## src/rtl/fifo_wr_arbiter.sv

```systemverilog
// fifo_wr_arbiter: round-robin write-side arbiter that lets N_REQ valid/ready
// producers share one fifo write port. A producer holds the grant for a burst
// of up to MAX_BURST beats. The arbiter never writes while the fifo is full.
module fifo_wr_arbiter #(
    parameter int N_REQ     = 4,
    parameter int WIDTH     = 32,
    parameter int MAX_BURST = 4,
    localparam int IDW      = $clog2(N_REQ)
) (
    input  logic                   clk,
    input  logic                   rst,
    input  logic [N_REQ-1:0]       req_valid,
    input  logic [N_REQ*WIDTH-1:0] req_data,
    output logic [N_REQ-1:0]       req_ready,
    input  logic                   fifo_full,
    output logic                   fifo_write,
    output logic [WIDTH-1:0]       fifo_data,
    output logic                   grant_valid,
    output logic [IDW-1:0]         grant_id,
    output logic [31:0]            beats_total
);

    // Beat counter wide enough to hold MAX_BURST-1 even when MAX_BURST is 1.
    localparam int CW = $clog2(MAX_BURST + 1);
    localparam logic [CW-1:0]  LAST_BEAT = CW'(MAX_BURST - 1);
    localparam logic [IDW-1:0] LAST_ID   = IDW'(N_REQ - 1);
    localparam logic [IDW:0]   N_REQ_W   = (IDW + 1)'(N_REQ);

    typedef enum logic [0:0] {
        ST_IDLE  = 1'b0,
        ST_GRANT = 1'b1
    } state_t;

    state_t           state_q,       state_d;
    logic [IDW-1:0]   ptr_q,         ptr_d;
    logic [CW-1:0]    cnt_q,         cnt_d;
    logic [IDW-1:0]   grant_id_q,    grant_id_d;
    logic             grant_valid_q, grant_valid_d;
    logic [31:0]      beats_total_q, beats_total_d;

    logic [N_REQ-1:0] rot_s;
    logic             arb_found_s;
    logic [IDW-1:0]   arb_off_s;
    logic [IDW:0]     arb_sum_s;
    logic [IDW-1:0]   arb_idx_s;
    logic             sel_valid_s;
    logic [WIDTH-1:0] sel_data_s;

    assign grant_valid = grant_valid_q;
    assign grant_id    = grant_id_q;
    assign beats_total = beats_total_q;

    // Round-robin pick: rotate the request vector so ptr sits at bit 0, take
    // the lowest set bit, then map the offset back to a producer index.
    always_comb begin
        arb_found_s = 1'b0;
        arb_off_s   = '0;
        rot_s       = N_REQ'({req_valid, req_valid} >> ptr_q);
        for (int k = 0; k < N_REQ; k++) begin
            if (!arb_found_s && rot_s[k]) begin
                arb_found_s = 1'b1;
                arb_off_s   = IDW'(k);
            end else begin
                arb_found_s = arb_found_s;
            end
        end
        arb_sum_s = {1'b0, ptr_q} + {1'b0, arb_off_s};
        if (arb_sum_s >= N_REQ_W) begin
            arb_idx_s = IDW'(arb_sum_s - N_REQ_W);
        end else begin
            arb_idx_s = IDW'(arb_sum_s);
        end
    end

    // Write-port mux: only the granted producer sees ready, and its word goes
    // straight to the fifo in the same cycle. Reset blocks any handshake.
    always_comb begin
        req_ready   = '0;
        fifo_write  = 1'b0;
        fifo_data   = '0;
        sel_valid_s = 1'b0;
        sel_data_s  = '0;
        for (int i = 0; i < N_REQ; i++) begin
            if (grant_id_q == IDW'(i)) begin
                sel_valid_s = req_valid[i];
                sel_data_s  = req_data[i*WIDTH +: WIDTH];
            end else begin
                sel_valid_s = sel_valid_s;
            end
        end
        if (!rst && state_q == ST_GRANT) begin
            for (int i = 0; i < N_REQ; i++) begin
                req_ready[i] = (grant_id_q == IDW'(i)) && !fifo_full;
            end
            if (sel_valid_s && !fifo_full) begin
                fifo_write = 1'b1;
                fifo_data  = sel_data_s;
            end else begin
                fifo_write = 1'b0;
                fifo_data  = '0;
            end
        end else begin
            req_ready = '0;
        end
    end

    // Next-state logic: arbitrate in IDLE, count beats and decide release in GRANT.
    always_comb begin
        state_d       = state_q;
        ptr_d         = ptr_q;
        cnt_d         = cnt_q;
        grant_id_d    = grant_id_q;
        grant_valid_d = grant_valid_q;
        beats_total_d = beats_total_q;
        case (state_q)
            ST_IDLE: begin
                if (arb_found_s) begin
                    state_d       = ST_GRANT;
                    grant_id_d    = arb_idx_s;
                    grant_valid_d = 1'b1;
                    cnt_d         = '0;
                end else begin
                    grant_id_d    = '0;
                    grant_valid_d = 1'b0;
                end
            end
            ST_GRANT: begin
                if (fifo_write) begin
                    beats_total_d = beats_total_q + 32'd1;
                    cnt_d         = cnt_q + CW'(1);
                end else begin
                    cnt_d         = cnt_q;
                end
                // A stall (full with valid held) neither writes nor releases.
                if ((fifo_write && cnt_q == LAST_BEAT) || !sel_valid_s) begin
                    state_d       = ST_IDLE;
                    grant_valid_d = 1'b0;
                    grant_id_d    = '0;
                    cnt_d         = '0;
                    if (grant_id_q == LAST_ID) begin
                        ptr_d = '0;
                    end else begin
                        ptr_d = grant_id_q + IDW'(1);
                    end
                end else begin
                    state_d = ST_GRANT;
                end
            end
            default: begin
                state_d       = ST_IDLE;
                grant_valid_d = 1'b0;
                grant_id_d    = '0;
                cnt_d         = '0;
            end
        endcase
    end

    // State and registered outputs, synchronous active-high reset.
    always_ff @(posedge clk) begin
        if (rst) begin
            state_q       <= ST_IDLE;
            ptr_q         <= '0;
            cnt_q         <= '0;
            grant_id_q    <= '0;
            grant_valid_q <= 1'b0;
            beats_total_q <= 32'd0;
        end else begin
            state_q       <= state_d;
            ptr_q         <= ptr_d;
            cnt_q         <= cnt_d;
            grant_id_q    <= grant_id_d;
            grant_valid_q <= grant_valid_d;
            beats_total_q <= beats_total_d;
        end
    end

endmodule

```

## config.mk

```make
export PLATFORM = sky130hd
export DESIGN_NAME = fifo_wr_arbiter
export DESIGN_NICKNAME = d
export VERILOG_FILES = /design/src/rtl/fifo_wr_arbiter.sv
export SDC_FILE = /design/constraint.sdc
export NUM_CORES = 1
export LEC_CHECK = 0
export BUFFER_PORTS_ARGS = -buffer_cell sky130_fd_sc_hd__buf_2
export CAP_MARGIN = 20
export CORE_ASPECT_RATIO = 0.7
export CORE_MARGIN = 1
export CORE_UTILIZATION = 41
export CTS_BUF_LIST = sky130_fd_sc_hd__clkbuf_2
export CTS_CLUSTER_SIZE = 40
export DETAILED_ROUTE_END_ITERATION = 10
export PLACE_DENSITY = 0.79
export SYNTH_ARGS = -nofsm -noshare
export SYNTH_HDL_FRONTEND = slang
export SYNTH_SLANG_ARGS = --single-unit
```

## constraint.sdc

```tcl
create_clock -name clk -period 2.2 [get_ports clk]
set_input_delay 0.44 -clock clk [delete_from_list [all_inputs] [get_ports clk]]
set_output_delay 0.44 -clock clk [all_outputs]
set_load 0.005 [all_outputs]
```

Yosys cells after proc, flatten, opt, wreduce, memory -nomap -nowiden
Cells that the tools add are included.
{ "op_classes": {"addsub": 5, "order_cmp": 1, "eq_ne": 7, "shift": 1, "mux": 34, "bitwise": 1, "n_reduce_logical": 21} }
{ "ops": {"columns": ["cell", "n"], "rows": [
  ["two-way mux 32 bit", 6],
  ["adder 32 x 1 -> 32 bit, second input constant", 1],
  ["two-way mux 1 bit", 14],
  ["two-way mux 2 bit", 6],
  ["logical AND 1 bit", 10],
  ["two-way mux 3 bit", 3],
  ["right shift 8 x 2 -> 4 bit", 1],
  ["zero test 1 bit", 6],
  ["case mux 3 bit (2 select lines)", 1],
  ["AND reduction 2 bit", 3],
  ["equality test 2 bit, second input constant", 2],
  ["two-way mux 4 bit", 1],
  ["case mux 1 bit (2 select lines)", 2],
  ["case mux 2 bit (2 select lines)", 1],
  ["adder 2 x 2 -> 3 bit", 1],
  ["adder 3 x 1 -> 3 bit, second input constant", 1],
  ["equality test 3 x 2 -> 1 bit, second input constant", 1],
  [">= comparator 3 bit, second input constant", 1],
  ["inequality test 3 x 2 -> 1 bit, second input constant", 1],
  ["adder 2 x 1 -> 2 bit, second input constant", 1],
  ["equality test 2 x 1 -> 1 bit, second input constant", 1],
  ["zero test 2 bit", 1],
  ["inequality test 2 x 1 -> 1 bit, second input constant", 1],
  ["inequality test 2 bit, second input constant", 1],
  ["3 further kinds", 3]
]} }
{ "word_totals": {"regBits": 41, "in_bits": 135, "out_inout_bits": 72} }

Depth between registers and ports, before layout
Gate-level depths: netlist (run 1).
{ "depth": {"word_depth": 16, "depth_mapped": 11, "ltp_nobuf": 9} }

Least setup slack after synthesis (run 1)
OpenSTA, ideal clock, no wires.
{ "synth_timing": {"path_kind": "flip-flop to flip-flop", "start": "reg grant_id_q[1], in the netlist grant_id[1]", "end": "reg beats_total_q[25], in the netlist beats_total[25]", "setup_ps": 123, "arrival_ps": 2350, "required_time_ps": 2077, "path_slack_ps": -273, "stages_incl_launch_ff": 10, "path_buffers": 2, "synth_period_minus_slack_ps": 2473, "path_cell_list": "dfxtp_1 -> inv_1 -> ha_1 -> nand3b_1 -> and3_1 -> buf_6 -> or4_4 -> buf_6 -> nor4_1 -> mux2_1"} }
{ "synth_via": {"elab_chain_len": 9, "word_cells_on_any_way": 12, "classes_between": "3 x eq/ne; 6 x mux; 3 x reduce/logical"} }
{ "synth_lines": {"columns": ["element", "line", "rtl"], "rows": [
  ["start: declaration", "37", "logic [IDW-1:0] grant_id_q, grant_id_d;"],
  ["start signal: assignment", "171", "grant_id_q <= grant_id_d;"],
  ["zero test 2 bit", "84", "if (grant_id_q == IDW'(i)) begin"],
  ["two-way mux 1 bit (3 in a row)", "84", null],
  ["two-way mux 1 bit (*)", "84", null],
  ["logical AND 1 bit (*)", "95", "if (sel_valid_s && !fifo_full) begin"],
  ["two-way mux 1 bit (*)", "95", null],
  ["two-way mux 1 bit (*)", "91", "if (!rst && state_q == ST_GRANT) begin"],
  ["AND reduction 2 bit (no source line) (*)", null, null],
  ["end signal: assignment", "173", "beats_total_q <= beats_total_d;"],
  ["end: declaration", "39", "logic [31:0] beats_total_q, beats_total_d;"]
]} }
Mark *: on every way between the ends. The rest lies on a longest branch, timed or not.
A chain may end at the register's enable or synchronous reset.

Worst setup path after layout (run 1)
{ "layout_timing": {"start": "reg grant_id_q[1], in the netlist grant_id[1]", "end": "out fifo_data[17]"} }
{ "layout_via": {"elab_chain_len": 8, "word_cells_on_any_way": 15, "classes_between": "3 x eq/ne; 10 x mux; 2 x reduce/logical"} }
{ "layout_lines": {"columns": ["element", "line", "rtl"], "rows": [
  ["zero test 2 bit", "84", null],
  ["two-way mux 1 bit (4 in a row)", "84", null],
  ["logical AND 1 bit", "95", null],
  ["two-way mux 32 bit (*)", "95", null],
  ["two-way mux 32 bit (*)", "91", null],
  ["end: declaration", "17", "output logic [WIDTH-1:0] fifo_data,"]
]} }
Marked as above.

==> results of run 1 <==
[power by group through the flow]
| stage | combinational, mW | clock [mW] | sequential [mW] |
|---|---|---|---|
| 2_1_floorplan | 0.935 | 0 | 0.819 |
| 3_3_place_gp | 1.34 | 0 | 0.827 |
| 3_5_place_dp | 1.39 | 0 | 0.831 |
| 4_1_cts | 1.52 | 0.467 | 0.817 |
| 5_1_grt | 1.88 | 0.502 | 0.821 |
| 6_report | 1.71 | 0.459 | 0.815 |
[path summary, 6_finish.rpt]
| kind | from | endpoint | slack, ps | cells after the start |
|---|---|---|---|---|
| min reg2reg | cnt_q[2]$_SDFFE_PP0P_ | cnt_q[2]$_SDFFE_PP0P_ | 500 | 2 |
| min | rst | beats_total[29]$_SDFFE_PP0P_ | 380 | 3 |
| max reg2reg | grant_id[0]$_SDFFE_PP0P_ | beats_total[19]$_SDFFE_PP0P_ | -140 | 7 |
| max | grant_id[1]$_SDFFE_PP0P_ | fifo_data[17] | -320 | 9 |
[sequential cells by signal, indices dropped and copies added, names as in the netlist]
| signal | count |
|---|---|
| beats_total | 32 |
| cnt_q | 3 |
| grant_id | 2 |
| grant_valid | 1 |
| ptr_q | 2 |
| state_q | 1 |
[cells in the final DEF, fill, tap and decap left out, drive strengths merged, types with 4 or more instances in the layout]
cell / count
buf: 255
nand2: 86
a21oi: 86
dfxtp: 41
o21ai: 41
and2: 39
nand3b: 35
nor2: 18
or4: 14
nand3: 13
inv: 13
o31ai: 12
nand4: 10
xnor2: 8
clkbuf: 8
nor4: 8
ha: 8
or3: 7
o21a: 4
[worst min-delay path: stages]
cell and delay (ps):
buf_2 130, buf_4 180, a21oi_1 50
[kinds of logic after synthesis]
kind of cell	count (synthesis)	synth area share
AO/OA/AOI/OAI	162	0.261
XOR/XNOR	10	0.0249
flip-flops	41	0.233
AND/OR/NAND/NOR	242	0.375
buffers and inverters	55	0.0651
multiplexers	4	0.0117
adder cells (fa/ha/maj)	8	0.0285
[cell usage after synthesis, types with 2 or more instances]
| cell | number | area, um2 |
|---|---|---|
| and3_1 | 2 | 12.5 |
| buf_1 | 4 | 15.0 |
| nand3b_1 | 35 | 263 |
| ha_1 | 8 | 100 |
| o2111ai_1 | 3 | 26.3 |
| or4_1 | 10 | 75.1 |
| o31a_1 | 3 | 26.3 |
| and4_1 | 3 | 26.3 |
| nor4b_1 | 2 | 17.5 |
| clkbuf_1 | 32 | 120 |
| a21oi_1 | 86 | 430 |
| nand4_1 | 10 | 62.6 |
| o311ai_0 | 2 | 17.5 |
| xnor2_1 | 8 | 70.1 |
| nor3_1 | 2 | 10.0 |
| buf_2 | 3 | 15.0 |
| o41ai_1 | 3 | 26.3 |
| buf_6 | 2 | 22.5 |
| xor2_1 | 2 | 17.5 |
| inv_1 | 11 | 41.3 |
| dfxtp_1 | 41 | 821 |
| o21ai_0 | 40 | 200 |
| nor4_1 | 7 | 43.8 |
| nand2_1 | 86 | 323 |
| or3_1 | 7 | 43.8 |
| nand3_1 | 13 | 65.1 |
| o21a_1 | 4 | 30.0 |
| nor2b_1 | 2 | 12.5 |
| and2_1 | 39 | 244 |
| mux2i_1 | 3 | 30.0 |
| nor2_1 | 18 | 67.6 |
| o31ai_1 | 12 | 90.1 |
[final cells by class]
class	instances	area (um2)
Multi-Input combinational cell	429	2750
Fill cell	686	2610
Timing Repair Buffer	258	1640
Sequential cell	41	828
Tap cell	101	126
Inverter	13	61.3
Clock inverter	3	41.3
Clock buffer	5	25.0
[metal layers]
| layer | share of wire | wire length [um] | track usage |
|---|---|---|---|
| met5 | 0 | 0 | 0 |
| met4 | 0.020 | 280 | 0.0707 |
| met3 | 0.098 | 1380 | 0.0524 |
| met2 | 0.46 | 6540 | 0.442 |
| met1 | 0.42 | 5950 | 0.368 |
[timing repair]
action / in CTS / in global routing
hold buffers: 0 / 0
pin swaps: 10 / 13
buffers inserted: 2 / 9
resized for setup: 31 / 57
setup endpoints to repair: 41 / 49
gates cloned: 5 / 5
==> impl_metrics.tcl, run 1 <==
set metrics [dict create \
    outcome "finished with violations" \
    violations "setup timing" \
    finalCritPeriodShare 1.15 \
    cts_root_buf "clkbuf_2" \
    wl_mm 14.2 \
    final_area_mm2 0.00547 \
    cp-start-kind "flop" \
    async_reset_ff_frac 0 \
    clkTransAtPathRegs_ps 230 \
    p_int_mw 1.78 \
    grt_max_degree 66 \
    crit_slowest_cell "dfxtp_4" \
    switching_share 0.404 \
    dieArea_mm2 0.00896 \
    synth_edf_count 0 \
    io_buffers 206 \
    gp_congestion 0.856 \
    ys_ff_latch 41 \
    powerDensity_mw_per_mm2 547 \
    ys.flop_type "dfxtp_1" \
    n_antenna_cell 0 \
    place_inst 821 \
    firstDrtPassIters 5 \
    cts_tree "done" \
    criticalPathCategory "reg -> out" \
    peakVddDrop_v 0.000340 \
    overflow 0 \
    worstPathMaxFanout 33 \
    grt_pass1_vias 4062 \
    pre_cts_slack_ps -70.0 \
    clkPwrFrac 0.154 \
    hold_ws_ps 379 \
    cpLargestDelayFamily "flip-flops" \
    max-cap-violations 0 \
    fmax_mhz 396 \
    rsz0062_at_grt "yes" \
    synth_area_mm2 0.00352 \
    layout_setup_ws_ps -324 \
    clock_path_buffers 2 \
    h-tree-depth 2 \
    leakage_nw 2.42 \
    stdcell_count 850 \
    ioPinCount 207 \
    cp.arrival_ps 2080 \
    drive_above_1_share 0.423 \
    cp-end-kind "output port" \
    cts_buffers 5 \
    core_mm2 0.00807 \
    total_power_mw 2.99 \
    fin_util 0.677 \
    ys_types 51 \
    core.rowCount 27 \
    worstPathRequired_ps 1760 \
    initialDrtViolationCount 468 \
    wire_per_inst_um 16.7 \
    p_comb_frac 0.574 \
    fin_crit_ps 2520 \
    setup_viol 40 \
    yosysSeqAreaShare 0.233 \
    relSlewSlack 0.657 \
    finClkSkew_ps 13.8 \
    worst_pin_slew_ps 510 \
    p_sw_mw 1.21 \
    vias 4894 \
    vias_per_cell 5.76 \
    nets 891 \
    cpPeakStageDelay_ps 430 \
    cp_cell_sequence "inv_4 > ha_4 > buf_12 > nand3b_1 > a21oi_1 > a21oi_2 > o21ai_1 > and2_1 > buf_2" \
    placed_cell_area_mm2 0.00486 \
    die_h_um 79.5 \
    initial_core_util 0.435 \
    drc 0 \
    grt_pass1_wl_mm 19.6 \
    syn_inst 522 \
    synth_fp_nets 665 \
    finalMaxSlewViolations 0 \
    power_frac_seq 0.273 \
    worst-path-buf-inv 3 \
    syn_area_per_cell_um2 6.74 \
    antenna_found_initial 0 \
    clkLatencyLatePin_ps 430 \
    yosysWarnings 0 \
    synthToLayoutAreaGrowth_pct 55.5 \
    min_path_type "in -> reg" \
    clock_sinks 41 \
    grtUsageTotal 0.272 \
    die_x_um 113 \
    final_hold_viol_count 0 \
    ant_nets 0 \
    fin_tns_setup_ps -9220 \
    dp_hpwl_mm 9.15 \
]
Power figures use the tool's default switching activity.
==> run 2, diff against run 1 <==
--- a/config.mk
+++ b/config.mk
@@ -5,7 +5,8 @@
 export SDC_FILE = /design/constraint.sdc
 export NUM_CORES = 1
 export LEC_CHECK = 0
-export BUFFER_PORTS_ARGS = -buffer_cell sky130_fd_sc_hd__buf_2
+export ABC_CLOCK_PERIOD_IN_PS = 2200
+export BUFFER_PORTS_ARGS = -buffer_cell sky130_fd_sc_hd__clkbuf_2
 export CAP_MARGIN = 20
 export CORE_ASPECT_RATIO = 0.7
 export CORE_MARGIN = 1
==> impl_metrics.tcl, run 2 (synthesis results as in run 1) <==
set metrics [dict create \
    setup.worst_path.end "fifo_data[0]" \
    peakVddDrop_v 0.000414 \
    switching_share 0.418 \
    p_comb_frac 0.615 \
    n_antenna_cell 0 \
    criticalPathCategory "reg -> out" \
    io_buffers 206 \
    cts_hold_buf 0 \
    grt_pass1_vias 4283 \
    clkTransAtPathRegs_ps 210 \
    die_h_um 79.5 \
    cp_cell_sequence "buf_6 > ha_4 > clkbuf_16 > nand3b_1 > a21oi_1 > a21oi_1 > o21ai_1 > and2_1 > clkbuf_2" \
    cp.arrival_ps 2120 \
    layout_commonest_cell "clkbuf_2" \
    reg2reg_slack_ps -310 \
    wl_mm 14.1 \
    clkLatencyLatePin_ps 440 \
    finalMaxSlewViolations 0 \
    p_int_mw 1.75 \
    cp.depth 9 \
    firstDrtPassIters 5 \
    cp_common_cell "a21oi_1" \
    relSlewSlack 0.722 \
    violations "setup timing" \
    powerDensity_mw_per_mm2 549 \
    worst_r2r_path_depth 9 \
    ioPinCount 207 \
    final_hold_viol_count 0 \
    pre_cts_slack_ps -42.1 \
    vias_per_cell 5.76 \
    nets 895 \
    cp-startpoint "grant_id[0]$_SDFFE_PP0P_" \
    rsz0062_at_grt "yes" \
    cp-end-kind "output port" \
    placed_cell_area_mm2 0.00489 \
    rr_endpoint "beats_total[19]$_SDFFE_PP0P_" \
    total_power_mw 3.00 \
    leakage_nw 2.37 \
    cpPeakStageDelay_ps 410 \
    final_cell_mix "clkbuf_2, nand2_1, a21oi_1" \
    initial_core_util 0.435 \
    clock_sinks 41 \
    worstPathRequired_ps 1760 \
    crit_slowest_cell "dfxtp_4" \
    drc 0 \
    worst_pin_slew_ps 406 \
    antenna_found_initial 0 \
    ant_nets 0 \
    fin_crit_ps 2560 \
    largest_reg_flops 32 \
    fin_tns_setup_ps -11730 \
    dp_hpwl_mm 9.24 \
    core.rowCount 27 \
    fmax_mhz 391 \
    synthToLayoutAreaGrowth_pct 55.7 \
    rr_startpoint "grant_id[0]$_SDFFE_PP0P_" \
    gp_congestion 0.923 \
    h-tree-depth 2 \
    cp-start-kind "flop" \
    cts_root_buf "clkbuf_2" \
    dieArea_mm2 0.00896 \
    finClkSkew_ps 31.6 \
    grtUsageTotal 0.279 \
    worst-path-buf-inv 3 \
    finalCritPeriodShare 1.16 \
    core_mm2 0.00807 \
    wire_per_inst_um 16.5 \
    fin_util 0.678 \
    fillers 707 \
    die_x_um 113 \
    drive_above_1_share 0.421 \
    cts_buffers 5 \
    p_sw_mw 1.25 \
    cts_tree "done" \
    grt_pass1_wl_mm 20.3 \
    vias 4921 \
    final_area_mm2 0.00547 \
    grt_max_degree 67 \
    layout_setup_ws_ps -356 \
    power_frac_seq 0.270 \
    outcome "finished with violations" \
    overflow 0 \
    clkPwrFrac 0.115 \
    min_path_type "in -> reg" \
    initialDrtViolationCount 331 \
    setup_viol 45 \
    max-cap-violations 0 \
    cpLargestDelayFamily "buffers and inverters" \
    hp-start "rst" \
    worstPathMaxFanout 16 \
    clock_path_buffers 2 \
]
run 2: worst min path at each step:
stage / endpoint / slack, ps / cells after the start
2_1_floorplan: cnt_q[1]$_SDFFE_PP0P_ / 440 / 2
3_3_place_gp: cnt_q[1]$_SDFFE_PP0P_ / 450 / 2
3_5_place_dp: cnt_q[2]$_SDFFE_PP0P_ / 470 / 2
4_1_cts: beats_total[7]$_SDFFE_PP0P_ / 360 / 3
5_1_grt: beats_total[4]$_SDFFE_PP0P_ / 340 / 3
6_report: beats_total[7]$_SDFFE_PP0P_ / 380 / 3
run 2: layout make-up:
| cell class | count | area (um2) | share of cell area |
|---|---|---|---|
| multi-input cells | 429 | 2760 | 0.505 |
| repair buffers | 262 | 1650 | 0.302 |
| flip-flops and latches | 41 | 828 | 0.151 |
| well taps | 101 | 126 | 0.0231 |
| inverters | 13 | 58.8 | 0.0107 |
| clock buffers | 5 | 25.0 | 0.00457 |
| clock inverters | 3 | 17.5 | 0.00320 |
run 2: tightest hold or removal path: cells and delay by family:
kind / cells / cell delay [ps]
AOI/OAI and AO/OA: 1 / 40
buffers and inverters: 2 / 300
run 2: power by group through the flow:
| stage | logic, mW | registers [mW] | clock network, mW |
|---|---|---|---|
| 2_1_floorplan | 0.935 | 0.819 | 0 |
| 3_5_place_dp | 1.40 | 0.832 | 0 |
| 3_3_place_gp | 1.34 | 0.826 | 0 |
| 5_1_grt | 2.02 | 0.818 | 0.383 |
| 4_1_cts | 1.68 | 0.814 | 0.346 |
| 6_report | 1.85 | 0.811 | 0.346 |
run 2: what timing repair did:
| action | 4_1_cts | 5_1_grt |
|---|---|---|
| buffers inserted | 6 | 6 |
| gates resized for setup | 60 | 30 |
| endpoints found under the setup margin | 41 | 54 |
| pin swaps | 25 | 19 |
| gates cloned | 5 | 4 |
run 2: metrics by stage:
step,instances,hold WS [ps]
3_3_place_gp,825,454
2_1_floorplan,522,440
6_report,854,383
4_1_cts,844,364
3_5_place_dp,825,467
5_1_grt,854,345
run 2: per-layer routing:
layer	GRT usage	part of all wire	vias up
li1	-	-	2340
met1	0.374	0.43	2270
met2	0.461	0.46	276
met3	0.0478	0.082	35
met4	0.0760	0.022	0
met5	0	0	-
